## src/rtl/uart_rx_fifo.sv

```systemverilog
`timescale 1ns/1ps
// uart_rx_fifo: 16x-oversampled 8N1 UART receiver feeding a small
// first-word-fall-through FIFO, with sticky frame-error and overrun flags.
module uart_rx_fifo #(
  parameter int CLKS_PER_TICK = 176,
  parameter int FIFO_AW       = 2
) (
  input  logic               clk,
  input  logic               rst,
  input  logic               RX,
  input  logic               rd_en,
  input  logic               clr_err,
  output logic [7:0]         DATA,
  output logic               empty,
  output logic               full,
  output logic [FIFO_AW:0]   count,
  output logic               frame_err,
  output logic               overrun
);

  localparam int DEPTH = 1 << FIFO_AW;
  localparam int TW    = (CLKS_PER_TICK > 1) ? $clog2(CLKS_PER_TICK) : 1;

  typedef enum logic [2:0] {
    S_IDLE,
    S_START,
    S_DATA,
    S_STOP,
    S_BREAK
  } state_t;

  logic               r_rx_meta;
  logic               r_rxs;
  logic [TW-1:0]      r_tick_cnt;
  state_t             r_state;
  logic [3:0]         r_os_cnt;
  logic [2:0]         r_bit_idx;
  logic [7:0]         r_shift;
  logic [7:0]         r_mem [DEPTH];
  logic [FIFO_AW-1:0] r_wr_ptr;
  logic [FIFO_AW-1:0] r_rd_ptr;
  logic [FIFO_AW:0]   r_count;
  logic               r_frame_err;
  logic               r_overrun;

  logic w_tick;
  logic w_leave_idle;
  logic w_stop_sample;
  logic w_push;
  logic w_bad_stop;
  logic w_empty;
  logic w_full;
  logic w_pop;
  logic w_wr_ok;
  logic w_drop;

  assign w_tick        = (r_tick_cnt == TW'(CLKS_PER_TICK - 1));
  assign w_leave_idle  = (r_state == S_IDLE) && !r_rxs;
  assign w_stop_sample = (r_state == S_STOP) && w_tick && (r_os_cnt == 4'd15);
  assign w_push        = w_stop_sample && r_rxs;
  assign w_bad_stop    = w_stop_sample && !r_rxs;

  assign w_empty = (r_count == '0);
  assign w_full  = (r_count == (FIFO_AW+1)'(DEPTH));
  assign w_pop   = rd_en && !w_empty;
  // A push into a full FIFO is only accepted when the head leaves the same clock.
  assign w_wr_ok = w_push && (!w_full || w_pop);
  assign w_drop  = w_push && w_full && !w_pop;

  // Two-flop synchronizer; idles high so reset does not look like a start bit.
  always_ff @(posedge clk or posedge rst) begin
    if (rst) begin
      r_rx_meta <= 1'b1;
      r_rxs     <= 1'b1;
    end else begin
      r_rx_meta <= RX;
      r_rxs     <= r_rx_meta;
    end
  end

  // Oversample tick divider, re-phased to the start edge when leaving IDLE.
  always_ff @(posedge clk or posedge rst) begin
    if (rst) begin
      r_tick_cnt <= '0;
    end else if (w_leave_idle || w_tick) begin
      r_tick_cnt <= '0;
    end else begin
      r_tick_cnt <= r_tick_cnt + TW'(1);
    end
  end

  // Receive FSM: mid-bit start validation, mid-bit data sampling, stop check.
  always_ff @(posedge clk or posedge rst) begin
    if (rst) begin
      r_state   <= S_IDLE;
      r_os_cnt  <= 4'd0;
      r_bit_idx <= 3'd0;
      r_shift   <= 8'h00;
    end else begin
      case (r_state)
        S_IDLE: begin
          r_os_cnt <= 4'd0;
          if (!r_rxs) begin
            r_state <= S_START;
          end
        end
        S_START: begin
          if (w_tick) begin
            if (r_os_cnt == 4'd7) begin
              r_os_cnt  <= 4'd0;
              r_bit_idx <= 3'd0;
              // Line back high at mid start bit means a glitch, not a frame.
              r_state   <= r_rxs ? S_IDLE : S_DATA;
            end else begin
              r_os_cnt <= r_os_cnt + 4'd1;
            end
          end
        end
        S_DATA: begin
          if (w_tick) begin
            if (r_os_cnt == 4'd15) begin
              r_os_cnt  <= 4'd0;
              r_shift   <= {r_rxs, r_shift[7:1]};
              r_bit_idx <= r_bit_idx + 3'd1;
              if (r_bit_idx == 3'd7) begin
                r_state <= S_STOP;
              end
            end else begin
              r_os_cnt <= r_os_cnt + 4'd1;
            end
          end
        end
        S_STOP: begin
          if (w_tick) begin
            if (r_os_cnt == 4'd15) begin
              r_os_cnt <= 4'd0;
              r_state  <= r_rxs ? S_IDLE : S_BREAK;
            end else begin
              r_os_cnt <= r_os_cnt + 4'd1;
            end
          end
        end
        S_BREAK: begin
          // Hold here until the line releases so a stuck-low line flags once.
          r_os_cnt <= 4'd0;
          if (r_rxs) begin
            r_state <= S_IDLE;
          end
        end
        default: begin
          r_state  <= S_IDLE;
          r_os_cnt <= 4'd0;
        end
      endcase
    end
  end

  // FIFO storage; contents need no reset because DATA is gated by empty.
  always_ff @(posedge clk) begin
    if (w_wr_ok) begin
      r_mem[r_wr_ptr] <= r_shift;
    end
  end

  // FIFO pointers and occupancy count.
  always_ff @(posedge clk or posedge rst) begin
    if (rst) begin
      r_wr_ptr <= '0;
      r_rd_ptr <= '0;
      r_count  <= '0;
    end else begin
      if (w_wr_ok) begin
        r_wr_ptr <= r_wr_ptr + FIFO_AW'(1);
      end
      if (w_pop) begin
        r_rd_ptr <= r_rd_ptr + FIFO_AW'(1);
      end
      case ({w_wr_ok, w_pop})
        2'b10:   r_count <= r_count + (FIFO_AW+1)'(1);
        2'b01:   r_count <= r_count - (FIFO_AW+1)'(1);
        default: r_count <= r_count;
      endcase
    end
  end

  // Sticky error flags; a new set event beats a simultaneous clear.
  always_ff @(posedge clk or posedge rst) begin
    if (rst) begin
      r_frame_err <= 1'b0;
      r_overrun   <= 1'b0;
    end else begin
      if (w_bad_stop) begin
        r_frame_err <= 1'b1;
      end else if (clr_err) begin
        r_frame_err <= 1'b0;
      end
      if (w_drop) begin
        r_overrun <= 1'b1;
      end else if (clr_err) begin
        r_overrun <= 1'b0;
      end
    end
  end

  assign DATA      = w_empty ? 8'h00 : r_mem[r_rd_ptr];
  assign empty     = w_empty;
  assign full      = w_full;
  assign count     = r_count;
  assign frame_err = r_frame_err;
  assign overrun   = r_overrun;

endmodule

```

## config.mk

```make
export PLATFORM = sky130hd
export DESIGN_NAME = uart_rx_fifo
export DESIGN_NICKNAME = d
export VERILOG_FILES = /design/src/rtl/uart_rx_fifo.sv
export SDC_FILE = /design/constraint.sdc
export NUM_CORES = 1
export LEC_CHECK = 0
export BUFFER_PORTS_ARGS = -buffer_cell sky130_fd_sc_hd__buf_4
export CAP_MARGIN = 5
export CORE_ASPECT_RATIO = 1.75
export CORE_UTILIZATION = 60
export CTS_CLUSTER_DIAMETER = 150
export DETAILED_ROUTE_END_ITERATION = 8
export PLACE_DENSITY_LB_ADDON = 0.25
export RECOVER_POWER = 25
export SLEW_MARGIN = 10
export SYNTH_ARGS = -nofsm -noshare
export SYNTH_HDL_FRONTEND = slang
export SYNTH_SLANG_ARGS = --single-unit
export TNS_END_PERCENT = 10
```

## constraint.sdc

```tcl
create_clock -name clk -period 4.06 [get_ports clk]
set_clock_uncertainty 0.2 [all_clocks]
set_input_delay 1.218 -clock clk [delete_from_list [all_inputs] [get_ports clk]]
set_output_delay 1.218 -clock clk [all_outputs]
set_load 0.02 [all_outputs]
```

# ---- After elaboration in Yosys (flattened, before gate mapping)
# Memories as Yosys holds them, arrays and structs flattened.
# Cells that the tools add are included.
dict set report totals {
  ramBits 32
  output_inout_bits 15
  memories 1
  word_cells 97
  ff_bits 37
  inputBits 5
}
dict set report op_classes {
  muxes 30
  reduce_logical 26
  n_addsub 7
  eq_ne 21
}
# memory depth word_bits rd rd_ports_with_merged_regs write_ports line
set memory_table {}
lappend memory_table {r_mem 4 8 1 0 1 39} ;# logic [7:0] r_mem [DEPTH];
# op n
set ops {}
lappend ops {{two-way mux 3 bit} 14}
lappend ops {{two-way mux 4 bit} 4}
lappend ops {{two-way mux 8 bit} 2}
lappend ops {{!= test 2 bit, second input constant} 8}
lappend ops {{case mux 3 bit (5 select lines)} 1}
lappend ops {{case mux 3 bit (2 select lines)} 2}
lappend ops {{== test 3 bit, second input constant} 3}
lappend ops {{logical AND 1 bit} 9}
lappend ops {{AND reduction 9 bit} 1}
lappend ops {{adder 8 x 1 -> 8 bit, second input constant} 1}
lappend ops {{== test 8 bit, second input constant} 1}
lappend ops {{case mux 4 bit (2 select lines)} 1}
lappend ops {{nonzero test 2 bit} 4}
lappend ops {{adder 3 x 1 -> 3 bit, second input constant} 2}
lappend ops {{== test 3 x 2 -> 1 bit, second input constant} 2}
lappend ops {{logical NOT 3 bit} 2}
lappend ops {{two-way mux 1 bit} 5}
lappend ops {{AND reduction 5 bit} 1}
lappend ops {{adder 2 x 1 -> 2 bit, second input constant} 2}
lappend ops {{adder 4 x 1 -> 4 bit, second input constant} 1}
lappend ops {{== test 4 x 3 -> 1 bit, second input constant} 1}
lappend ops {{== test 4 bit, second input constant} 1}
lappend ops {{logical NOT 1 bit} 4}
lappend ops {{!= test 2 x 1 -> 1 bit, second input constant} 2}
lappend ops {{other kinds (9)} 10}

# ---- Logic depth before layout (Yosys ltp)
dict set report logic_depth {
  word_depth 7
  mapped_depth 9
}

# ---- Least setup slack after synthesis
# No wires, ideal clock.
dict set report synth_path {
  kind {input to register}
  startpoint {input rd_en}
  endpoint {register r_count[2] (netlist: count[2])}
  path_stages 7
  path_buffers 1
  setup_slack_ps 868
  arrival_time_ps 2866
  required_ps 3734
  cell_sequence {clkbuf_1 -> nand2_1 -> nor2_1 -> fa_1 -> or3b_2 -> and3_1 -> a311o_1}
}
dict set report synth_via {
  elab_chain_cells 5
}
# item line
set synth_rtl {}
lappend synth_rtl {{start: declaration} 11} ;# input logic rd_en,
lappend synth_rtl {{logical AND 1 bit (*)} 65} ;# assign w_pop = rd_en && !w_empty;
lappend synth_rtl {{logical OR 1 bit} 67} ;# assign w_wr_ok = w_push && (!w_full || w_pop);
lappend synth_rtl {{logical AND 1 bit} 67}
lappend synth_rtl {{== test 2 x 1 -> 1 bit or == test 2 bit (tied branches)} 178} ;# case ({w_wr_ok, w_pop})
lappend synth_rtl {{case mux 3 bit (2 select lines) or nonzero test 2 bit (tied branches)} -}
lappend synth_rtl {{end signal: assignment} 179} ;# 2'b10: r_count <= r_count + (FIFO_AW+1)'(1);
lappend synth_rtl {{end signal: assignment} 180} ;# 2'b01: r_count <= r_count - (FIFO_AW+1)'(1);
lappend synth_rtl {{end signal: assignment} 181} ;# default: r_count <= r_count;
lappend synth_rtl {{end: declaration} 42} ;# logic [FIFO_AW:0] r_count;
# Every way passes the cells marked *; elsewhere a longest branch is shown, timed or not.
# A chain may end at the register's enable or synchronous reset.

# ---- Final worst setup path
dict set report layout_path {
  startpoint {register r_rd_ptr[0]}
  endpoint {output DATA[1]}
}
dict set report layout_via {
  elab_chain_cells 2
}
# item line
set layout_rtl {}
lappend layout_rtl {{start: declaration} 41} ;# logic [FIFO_AW-1:0] r_rd_ptr;
lappend layout_rtl {{start signal: assignment} 176} ;# r_rd_ptr <= r_rd_ptr + FIFO_AW'(1);
lappend layout_rtl {{memory read (4 x 8 bit)} -}
lappend layout_rtl {{two-way mux 8 bit} 205} ;# assign DATA = w_empty ? 8'h00 : r_mem[r_rd_ptr];
lappend layout_rtl {{end: declaration} 13} ;# output logic [7:0] DATA,
# Every way passes these cells.

==> key figures <==
Run status
  • Outcome: complete, no violations

Finish
  • Layout overhead on the synthesized area: 12.44%
  • Non-Filler Instances: 314
  • Antenna cell count: 0
  • Fillers: 344
  • Ratio of cells with drive above 1 in the final layout: 25.38%
  • Fin nets: 269

Routing
  • WL final: 5115 um
  • Via Count: 1853
  • Routed wire per std cell: 16.29 um
  • Initial detailed-routing violation count: 47
  • Vias per inst: 5.901
  • # DRC: 0
  • ANT nets after route: 0
  • Detailed Routing Iterations Pass 1: 4

Worst setup path
  • R2r setup slk: 910 ps
  • Max Fanout on Critical Path: 10
  • Worst reg2reg path startpoint: r_tick_cnt[0]
  • Arrival @ worst endpoint: 1970 ps
  • Setup CP Type: reg -> out
  • CP max-delay cell: dfrtp_1
  • Worst r2r dst: count[2]
  • Crit path cell chain: mux4_2 > and2_1 > buf_4
  • Crit path launch type: flop
  • CP Capture Type: output pin
  • Critical Path RT: 2640 ps
  • CP max stage delay: 720 ps
  • Critical Path Source: r_rd_ptr[0]
  • R2R depth: 9

Yosys
  • Cell Area, Synth: 3098 um2
  • Yosys reg bits: 69
  • Main flop type after synthesis: dfrtp_1
  • Synth area leader: edfxtp_1
  • Yosys top cell area share: 31.02%
  • Synth top cells by count: dfrtp_1, edfxtp_1, nor2_1
  • Count leader, synth: dfrtp_1
  • Distinct cells, synth: 51
  • Yosys warnings: 0
  • EDFF count, synth: 32
  • Seq/Total Area, Yosys: 60.99%
  • Gate Count Post-Synth: 232
  • Post-synth net total: 246
  • Synth top area cells: edfxtp_1, dfrtp_1, mux4_2, ha_1, mux2_2
  • Avg Cell Area, Syn: 13.35 um2
  • Asr flop ratio synth: 53.62%

Clocking
  • H-tree depth: 3
  • Clock tree buffer depth: 2
  • Clock slew at reported path FFs: 70 ps
  • Post-CTS Resized: 0
  • Sink Count: 69
  • Hold buffers post-CTS: 0
  • Inserted Clock Buffers: 9
  • Post-CTS Setup Bufs: 0
  • CTS root buf: clkbuf_8
  • CTS tree: yes
  • Clk_lat worst skew: 350 ps

Hold path
  • Endpoint, Worst Hold: r_rxs
  • Hold Crit Class: reg -> reg
  • Hold Startpoint: r_rx_meta
  • Worst Hold Path Cells: 0

STA
  • Final hold vios: 0
  • Final setup vio count: 0
  • Rel. slew slack: 45.61%
  • Min Tclk post-route: 3389 ps
  • Fin Setup TNS: 0 ps
  • FMAX: 295.1 MHz
  • Worst slew pin tran: 815.0 ps
  • Tcrit/Tclk final: 83.47%
  • Max-slew violations: 0
  • Unrepaired setup endpoints after global routing: false

Placement
  • Input/output buffers: 19
  • Post-detailed-placement half-perimeter wirelength: 3613 um
  • Dpl cells: 298
  • Final estimated routing congestion in global placement: 0.7649

GRT
  • Vias in the first global route: 1893
  • Total Routing Usage GR: 21.61%
  • First-pass GRT wire length: 8652 um
  • Largest net degree at the start of global routing: 22
  • Grt ovf: 0
  • Initial antenna violation count: 0

Floorplan
  • Num rows: 34
  • Core ar.: 4977 um2
  • Die Span Y: 97.06 um
  • # IOs: 20
  • Die ar.: 5466 um2
  • Starting Density: 62.24%
  • Die Wd: 56.32 um

Power
  • VDD IR max: 0.3630 mV
  • Pleak: 1.559 nW
  • Pwr Density: 460.1 nW/um2

Flow run
  • Max Cap Violations: 0
layout by cell type (no fill, tap or decap), types with 2 or more instances in the layout:
master      count
dfrtp_1        35
edfxtp_1       32
buf_4          20
nor2_1         17
nand2_1        15
and2_1         13
inv_1          10
nand3_1         9
clkbuf_8        9
mux2_2          8
mux4_2          8
ha_1            8
xor2_1          7
o21ai_0         7
a21oi_1         5
xnor2_1         5
nand4_1         3
mux2i_1         3
or2_2           3
o21bai_1        2
and3_1          2
or3_1           2
nor2b_1         2
clkinv_4        2
clkinvlp_4      2
dfstp_2         2
state kept, by name (all words and copies together) (netlist names), 2 cells and up:
register and flops:
r_wr_ptr 2, r_bit_idx 3, r_mem 32, r_rd_ptr 2
r_state 3, count 3, r_shift 8, r_tick_cnt 8
r_os_cnt 4
worst max-delay path: cells and delay by family, from the launching register on:
kind          cells  cell delay, ps
buf+inv           1             150
mux               1             580
flops             1             720
simple gates      1             170
layout make-up:
cell class              instances  area (um2)  area share [%]
clock buffers                   9       123.9           3.556
inverters                      10       37.54           1.078
repair buffers                 21       157.7           4.526
well taps                      54       67.56           1.940
clock inverters                 7       75.07           2.155
multi-input cells             144        1132           32.51
flip-flops and latches         69        1889           54.24
per-layer routing:
| metal | GRT usage (%) | up-vias | routed length [um] |
|---|---|---|---|
| li1 | - | 885 | - |
| met1 | 22.53 | 916 | 1969 |
| met2 | 37.64 | 43 | 2839 |
| met3 | 7.324 | 9 | 195 |
| met4 | 11.07 | 0 | 110 |
| met5 | 0 | - | 0 |
report_power, final:
group          switching (mW)  leakage (nW)  internal (mW)
clock                   0.266        0.0935          0.285
sequential             0.0748         0.848          0.751
combinational           0.110         0.617          0.115
total                   0.451          1.56           1.15
kinds of logic after synthesis:
group / count (synthesis) / share of synthesized area (%)
adders and majority gates: 9 / 3.877
and+or+nand+nor: 80 / 14.30
DFF: 69 / 60.99
xor gates and xnor gates: 12 / 3.393
buffers and inverters: 19 / 2.464
muxes: 20 / 10.18
AOI/OAI and AO/OA: 23 / 4.806
worst max-delay path by stage:
stage | end | slack (ps) | depth (start not counted)
finish | DATA[1] | 670 | 3
CTS | DATA[1] | 630 | 3
global placement | count[2] | 890 | 7
global route | DATA[6] | 550 | 3
detailed placement | count[2] | 840 | 7
floorplan | count[2] | 870 | 7
stage by stage:
step                      worst slack [ps]  power (mW)  hold slack [ps]  utilization, %  instance area, um2
after CTS                            633.1       1.621            159.5           69.98                3483
after floorplan                      867.7      0.9904            145.2               -                3098
after detailed placement             837.9       1.073            149.0           65.99                3284
after global placement               892.3       1.061            145.9           65.99                3284
after global routing                 554.8       1.681            161.7           69.98                3483
final                                671.0       1.603            158.9           69.98                3483
Power figures use the tool's default switching activity.
